<file path="config.mk">
export PLATFORM = sky130hd
export DESIGN_NAME = act_sched
export DESIGN_NICKNAME = d
export VERILOG_FILES = /design/src/rtl/act_sched.sv
export SDC_FILE = /design/constraint.sdc
export NUM_CORES = 1
export LEC_CHECK = 0
export BUFFER_PORTS_ARGS = -buffer_cell sky130_fd_sc_hd__buf_2
export CAP_MARGIN = 20
export CORE_MARGIN = 2
export CORE_UTILIZATION = 42
export CTS_CLUSTER_SIZE = 14
export DETAILED_ROUTE_END_ITERATION = 6
export MAX_ROUTING_LAYER = met4
export PLACE_DENSITY = 0.87
export SLEW_MARGIN = 20
export SYNTH_ARGS = -nofsm -noshare
export SYNTH_HDL_FRONTEND = slang
export SYNTH_SLANG_ARGS = --single-unit
</file>
<file path="constraint.sdc">
create_clock -name clk -period 2.37 [get_ports clk]
set_clock_uncertainty 0.05 [all_clocks]
set_input_delay 0.474 -clock clk [delete_from_list [all_inputs] [get_ports clk]]
set_output_delay 0.474 -clock clk [all_outputs]
set_load 0.01 [all_outputs]
</file>
<file path="src/rtl/act_sched.sv">
// Round-robin scheduler time-sharing one combinational activation unit among
// N_REQ accumulator lanes; one operation in flight, result tagged with lane ID.
module act_sched #(
  parameter int WIDTH = 16,
  parameter int N_REQ = 4,
  parameter int ID_W  = 2
) (
  input  logic                       clk,
  input  logic                       rst_n,
  input  logic [N_REQ-1:0]           req_valid,
  input  logic [N_REQ*2*WIDTH-1:0]   req_data,
  output logic [N_REQ-1:0]           req_ready,
  output logic [2*WIDTH-1:0]         act_x,
  input  logic [WIDTH-1:0]           act_out,
  output logic                       res_valid,
  output logic [ID_W-1:0]            res_id,
  output logic [WIDTH-1:0]           res_data,
  input  logic                       res_ready
);

  localparam logic [1:0] IDLE = 2'd0;
  localparam logic [1:0] BUSY = 2'd1;
  localparam logic [1:0] DONE = 2'd2;

  localparam logic [ID_W:0]   NR   = (ID_W+1)'(N_REQ);
  localparam logic [ID_W-1:0] LAST = ID_W'(N_REQ-1);

  logic [1:0]                        state;
  logic [ID_W-1:0]                   rr_ptr, id_r, gnt_idx;
  logic [N_REQ-1:0][ID_W-1:0]        lane_at;
  logic [N_REQ-1:0][2*WIDTH-1:0]     lane_d;
  logic                              any_vld, can_gnt, gnt;

  assign lane_d = req_data;

  // lane_at[k] is the lane k positions after rr_ptr, wrapping at N_REQ
  for (genvar k = 0; k < N_REQ; k++) begin : g_rot
    logic [ID_W:0] sum;
    assign sum        = {1'b0, rr_ptr} + (ID_W+1)'(k);
    assign lane_at[k] = (sum >= NR) ? ID_W'(sum - NR) : sum[ID_W-1:0];
  end

  // Scan from the far end so the lowest rotated offset wins.
  always_comb begin
    gnt_idx = '0;
    for (int k = N_REQ-1; k >= 0; k--) begin
      if (req_valid[lane_at[k]]) gnt_idx = lane_at[k];
    end
  end

  assign any_vld   = |req_valid;
  assign can_gnt   = rst_n && ((state == IDLE) || (state == DONE && res_ready));
  assign gnt       = can_gnt && any_vld;
  assign req_ready = gnt ? (N_REQ'(1) << gnt_idx) : '0;

  always_ff @(posedge clk) begin
    if (!rst_n) begin
      state     <= IDLE;
      rr_ptr    <= '0;
      act_x     <= '0;
      id_r      <= '0;
      res_valid <= 1'b0;
      res_id    <= '0;
      res_data  <= '0;
    end else begin
      if (gnt) begin
        act_x  <= lane_d[gnt_idx];
        id_r   <= gnt_idx;
        rr_ptr <= (gnt_idx == LAST) ? '0 : gnt_idx + 1'b1;
      end
      case (state)
        IDLE: if (gnt) state <= BUSY;
        BUSY: begin
          res_data  <= act_out;
          res_id    <= id_r;
          res_valid <= 1'b1;
          state     <= DONE;
        end
        DONE: if (res_ready) begin
          res_valid <= 1'b0;
          state     <= gnt ? BUSY : IDLE;
        end
        default: state <= IDLE;
      endcase
    end
  end

endmodule

</file>
==> results by group, run 1 <==
Outcome
  • Status: finished, final reports clean

Critical path
  • Critical path origin: rr_ptr[1]
  • Flop2flop setup slack: 0.44 ns
  • Worst r2r dst: act_x[22]
  • R2R depth: 7
  • Data required time of the worst path: 1.85 ns
  • Setup crit end: req_ready[3]
  • Startpoint Class: flop
  • Crit Path Max Fanout: 6
  • R2R Path Start: rr_ptr[1]
  • CP arrival: 1.78 ns
  • Worst Setup Path Type: flop to primary output
  • Worst Setup End Kind: primary output

Global route
  • Number of global-route vias before repair: 3522
  • GR peak layer: met2
  • Routing usage on met2: 0.456
  • Met1 usage: 0.302
  • Global-route wire length before repair: 15.6 mm
  • Antenna violations before repair: 0
  • Met3 Use GR: 0.0588
  • Largest net degree at the start of global routing: 34
  • Congestion Overflow GR: 0
  • Total track usage: 0.264

Route
  • DR vias/cell: 5.55
  • Post-DR wirelength/cell: 16.0 µm
  • DR DRC count: 0
  • Antenna Violating Nets Remaining: 0
  • Initial drt markers: 164
  • Drt pass-1 iters: 4
  • Detailed-route via count: 3659
  • Routed WL: 10.5 mm

Power
  • Sequential power share: 0.399
  • Leak: 2.25 nW
  • Cell Int Power: 1.86 mW
  • Worst IR Drop VDD: 0.000534 V
  • Clk pwr share: 0.304
  • Gate power share: 0.297
  • Design Power: 2.85 mW
  • Cell Pwr Density: 645 nW/µm²
  • Switching fraction of total power: 0.347
  • Net Sw Power: 990 µW

Clock network
  • Clock Root Buffer: clkbuf_8
  • CTS tree: done
  • Clock Latency Late Sink: 0.34 ns
  • Total clock sinks: 57
  • Max Root-Sink Buffers: 2
  • Num CTS Buffers: 9
  • Hold Buf Count CTS: 0
  • CTS H-tree depth: 3
  • Worst-path clk slew: 0.08 ns

Floorplanning
  • Core ar.: 6830 µm²
  • Io pins: 206
  • Die footprint: 7830 µm²
  • Row cnt: 30
  • Die extent in x: 88.5 µm
  • Die Ht: 88.5 µm
  • Initial Util: 0.439

Final layout
  • Layout area overhead: 47.5%
  • Final Instance Area: 4420 µm²
  • Filler cells: 598
  • Final #Nets: 710
  • Antenna Cells: 0
  • Layout cells sized above 1: 0.462
  • Core Util, Final: 0.647

Synth
  • Asr flop ratio synth: 0
  • Cells after Synth: 354
  • Synthesized area: 3000 µm²
  • Average instance area after synthesis: 8.47 µm²
  • Register area share after synthesis: 0.381
  • Synth unique cells: 34
  • Post-synth top flop: dfxtp_1
  • Number of enable flip-flop cells after synthesis: 0
  • Net Count, Synth: 506
  • Synth Warn #: 0
  • Number of synthesized register bits: 57

Timing
  • Setup TNS: 0 ns
  • Max Clk Rate: 434 MHz
  • WHS: 0.287 ns
  • Worst Tran Pin Value: 0.664 ns
  • Slew Limit Fails: 0
  • Post-layout min period: 2.30 ns
  • Slew margin rel.: 0.558
  • Hold Fails Final Rpt: 0
  • Tcrit/Tclk final: 0.971
  • Final Setup Violations: 0

Hold path
  • Min-Delay Path Depth: 2
  • Min-Delay Path Class: primary input to flop

Place
  • Placed inst area: 4200 µm²
  • Gpl congestion: 0.791
  • HPWL Detailed: 7.64 mm
  • Port bufs: 205

Job
  • Max-Cap Viols: 0
-- synth_stat cells, drive strengths merged, types with 2 or more instances --
master / count / area (µm²)
a21oi: 36 / 180
a32o: 32 / 320
o21a: 2 / 15.0
nor3: 3 / 15.0
dfxtp: 57 / 1140
nor2b: 6 / 37.5
o21ai: 33 / 165
inv: 6 / 22.5
and2: 2 / 15.0
nand3: 33 / 178
a21boi: 19 / 143
buf: 12 / 83.8
nand2: 42 / 160
nor2: 6 / 22.5
a211o: 32 / 280
clkbuf: 21 / 78.8
-- metrics by stage --
step / setup slack [ns] / instances
2_1_floorplan: 0.107 / 354
5_1_grt: -0.0496 / 659
6_report: 0.0680 / 659
3_3_place_gp: 0.112 / 641
4_1_cts: 0.0198 / 657
3_5_place_dp: 0.0904 / 641
-- critical path, cell delays in order, from the launching register on --
cell     delay (ns)
dfxtp_4        0.38
nand2_2        0.08
a221o_1        0.36
nand2_2        0.10
inv_2          0.05
ha_1           0.20
and2_1         0.13
buf_2          0.14
-- layout make-up --
cell class | count | area [µm²] | share of cell area
clock buffer | 9 | 124 | 0.0280
clock inverter | 7 | 61.3 | 0.0139
inverter | 6 | 22.5 | 0.00509
multi-input combinational | 258 | 1710 | 0.387
sequential | 57 | 1150 | 0.259
tap | 96 | 120 | 0.0272
timing repair buffer | 226 | 1230 | 0.279
-- cell families (layout without fill, tap and decap cells) --
group | count (synthesis) | after routing | share of synthesized area
compound gates | 160 | 160 | 0.392
simple gates | 96 | 96 | 0.158
flops | 57 | 57 | 0.381
buf+inv | 39 | 248 | 0.0618
fa+ha+maj | 1 | 1 | 0.00417
mux | 1 | 1 | 0.00334
-- power by group through the flow --
stage / combinational, mW / sequential [mW] / clock [mW]
5_1_grt: 0.923 / 1.15 / 0.923
4_1_cts: 0.838 / 1.14 / 0.890
6_report: 0.848 / 1.14 / 0.867
3_5_place_dp: 0.836 / 1.16 / 0
2_1_floorplan: 0.397 / 1.21 / 0
3_3_place_gp: 0.812 / 1.15 / 0
-- how the worst min path moves through the flow --
stage,startpoint,slack [ns],endpoint
after floorplan,id_r[1],0.39,res_id[1]
after global routing,req_data[45],0.27,act_x[13]
final,req_data[50],0.29,act_x[18]
after CTS,req_data[45],0.28,act_x[13]
after global placement,res_data[15],0.40,res_data[15]
after detailed placement,res_data[10],0.40,res_data[10]
-- cell usage in the layout (no fill, tap or decap), types with 2 or more instances in the layout --
master      instances
buf_2             205
dfxtp_1            55
nand2_1            40
a21oi_1            36
o21ai_0            33
nand3_1            32
a32o_1             32
a211o_1            32
a21boi_0           19
buf_4              17
clkbuf_8            9
nor2b_1             5
nor2_1              5
inv_1               4
inv_6               4
buf_12              4
nand2_2             2
inv_2               2
o21a_1              2
nor3_1              2
clkinvlp_4          2
-- state kept, by name, summed over array words and instances (netlist names) --
signal / flops
res_data: 16
res_valid: 1
state: 2
act_x: 32
res_id: 2
id_r: 2
rr_ptr: 2
-- metal layers --
metal,vias to the layer above,share of wire
met5,-,0
met4,0,0.015
met3,20,0.075
met2,193,0.50
met1,1701,0.41
li1,1745,-
-- repair_timing --
item                       CTS  global route
pin swaps                    0             2
setup buffers                0             2
gates resized for setup      1             6
setup endpoints to repair    2             3
gates cloned                 0             0
(Power assumes the default switching activity.)
==> inputs of run 2 (changes only) <==
BUFFER_PORTS_ARGS = default   (was -buffer_cell sky130_fd_sc_hd__buf_2)
CORE_AREA = 2 2 79 81   (was default)
CORE_MARGIN = default   (was 2)
CORE_UTILIZATION = default   (was 42)
DIE_AREA = 0 0 81 83   (was default)
DONT_BUFFER_PORTS = 1   (was default)
PLACE_DENSITY = 0.72   (was 0.87)
==> run 2 against run 1 <==
Against the previous run: critical path type unchanged; wire length decreased by 11%; sequential power rose by 6%; non-clock buffer count shrank 206; register-to-register slack better by 0.06 ns; largest power group unchanged.
==> results by group, run 2 (synthesized netlist as in run 1, its figures left out) <==
Critical path
  • CP arrival: 1.77 ns
  • Worst Setup End Kind: primary output
  • Buf/Inv on CP: 2
  • Data required time of the worst path: 1.85 ns
  • Worst Setup Path Type: flop to primary output
  • Crit-path cells: inv_1 -> a221o_1 -> nand2_2 -> inv_4 -> ha_1 -> and2_1
  • R2R Path Start: rr_ptr[1]
  • R2R depth: 6
  • Crit path depth: 6
  • Flop2flop setup slack: 0.50 ns
  • Worst r2r dst: act_x[8]
  • Worst path max stage delay: 0.36 ns
  • CP delay by family, top: compound AO/OA/AOI/OAI gates
  • Startpoint Class: flop
  • Crit Path Max Fanout: 15
  • Crit path max-delay cell type: a221o_1

Timing
  • Setup TNS: 0 ns
  • Slack of the critical path: 0.0777 ns
  • Tcrit/Tclk final: 0.967
  • RSZ-0062 raised after global routing: false
  • Slew Limit Fails: 0
  • Worst Tran Pin Value: 0.563 ns
  • Slew margin rel.: 0.624
  • Max Clk Rate: 436 MHz
  • Final Setup Violations: 0
  • Hold Fails Final Rpt: 0
  • WHS: 0.194 ns
  • Post-layout min period: 2.29 ns

Global route
  • Antenna violations before repair: 0
  • Number of global-route vias before repair: 3000
  • Total track usage: 0.283
  • Congestion Overflow GR: 0
  • Global-route wire length before repair: 14.4 mm
  • Largest net degree at the start of global routing: 33

Place
  • Gpl congestion: 0.815
  • Setup slack at placement: 0.138 ns
  • Port bufs: 0
  • HPWL Detailed: 6.65 mm
  • Placed insts: 414

Route
  • Routed WL: 9.36 mm
  • Met1 WL: 3.60 mm
  • Post-DR wirelength/cell: 21.6 µm
  • Antenna Violating Nets Remaining: 0
  • Initial drt markers: 168
  • Met3 wire len: 939 µm
  • Routed wl met2: 4.45 mm
  • Drt pass-1 iters: 4
  • Max Used Layer: met4
  • DR vias/cell: 6.77
  • Detailed-route via count: 2931
  • DR DRC count: 0

Hold path
  • Min-Delay Path Depth: 1
  • Min-Delay Path Class: primary input to flop
  • Hold Path Sink: act_x[14]
  • Hold wc startpoint: req_data[46]

Floorplanning
  • Io pins: 206
  • Die Ht: 83 µm
  • Core ar.: 5820 µm²
  • Row cnt: 28
  • Initial Util: 0.515
  • Die extent in x: 81 µm
  • Die footprint: 6720 µm²

Final layout
  • Commonest non-fill, non-tap cell in the layout: dfxtp_1
  • Largest Register: act_x
  • Max reg flops: 32
  • Non-Filler Instances: 433
  • Layout cells sized above 1: 0.142
  • Biggest regs: act_x (32), res_data (16)
  • Antenna Cells: 0
  • Layout area overhead: 11.4%
  • Final #Nets: 505
  • Commonest cells after routing, fill and taps aside: dfxtp_1 (56), nand2_1 (40), a21oi_1 (36)

Power
  • Worst IR Drop VDD: 0.000480 V
  • Cell Pwr Density: 795 nW/µm²
  • Leak: 1.37 nW

Job
  • Max-Cap Viols: 0

Clock network
  • CTS H-tree depth: 3
  • Max Root-Sink Buffers: 2
  • Clock Latency Late Sink: 0.34 ns
  • Num CTS Buffers: 9
  • Clock Root Buffer: clkbuf_8
  • CTS tree: done
  • Worst-path clk slew: 0.07 ns
  • Total clock sinks: 57

Outcome
  • Status: finished, final reports clean
## run 2: worst max path at each step
stage	slack, ns	start	endpoint
floorplan	0.11	req_valid[0]	req_ready[3]
global placement	0.18	req_valid[2]	req_ready[3]
detailed placement	0.14	req_valid[2]	req_ready[3]
CTS	0.03	rr_ptr[1]	req_ready[3]
global route	0.006	rr_ptr[1]	req_ready[1]
finish	0.08	rr_ptr[0]	req_ready[3]
## run 2: what timing repair did
item                       4_1_cts  5_1_grt
setup endpoints to repair        1        2
pin swaps                        0        2
setup buffers                    0        2
hold buffers                     0        0
gates resized for setup          2        3
gates cloned                     0        1
hold endpoints to repair         0        0
## run 2: worst register-to-register path, delay by kind of cell (launching register included)
| family | cells | cell delay [ns] |
|---|---|---|
| AOI/OAI and AO/OA | 2 | 0.52 |
| and+or+nand+nor | 2 | 0.49 |
| DFF | 1 | 0.36 |
| buffers and inverters | 1 | 0.23 |
| muxes | 1 | 0.12 |
## run 2: area by class of cell
class,count,area [µm²]
clock buffers,11,141
clock inverters,5,55.1
fillers,539,2480
inverters,6,25.0
multi-input cells,259,1720
flip-flops and latches,57,1140
well taps,75,93.8
repair buffers,20,163
## run 2: routing by layer
metal / vias to the layer above / GRT usage
met4: 0 / 0.153
met2: 173 / 0.449
met5: - / -
met3: 32 / 0.0891
met1: 1389 / 0.313
li1: 1337 / -
## run 2: stage by stage
step                cell area [µm²]  utilization  total power, mW
finish                         3340        0.574             2.65
global route                   3340        0.574             2.78
CTS                            3310        0.568             2.66
detailed placement             3110        0.534             1.75
global placement               3110        0.534             1.74
floorplan                      3000            -             1.60
## run 2: power breakdown
| part | total [mW] | switching [mW] | internal [mW] |
|---|---|---|---|
| Sequential | 1.21 | 0.136 | 1.08 |
| Combinational | 0.530 | 0.308 | 0.222 |
| Clock | 0.908 | 0.398 | 0.510 |
| Total | 2.65 | 0.843 | 1.81 |
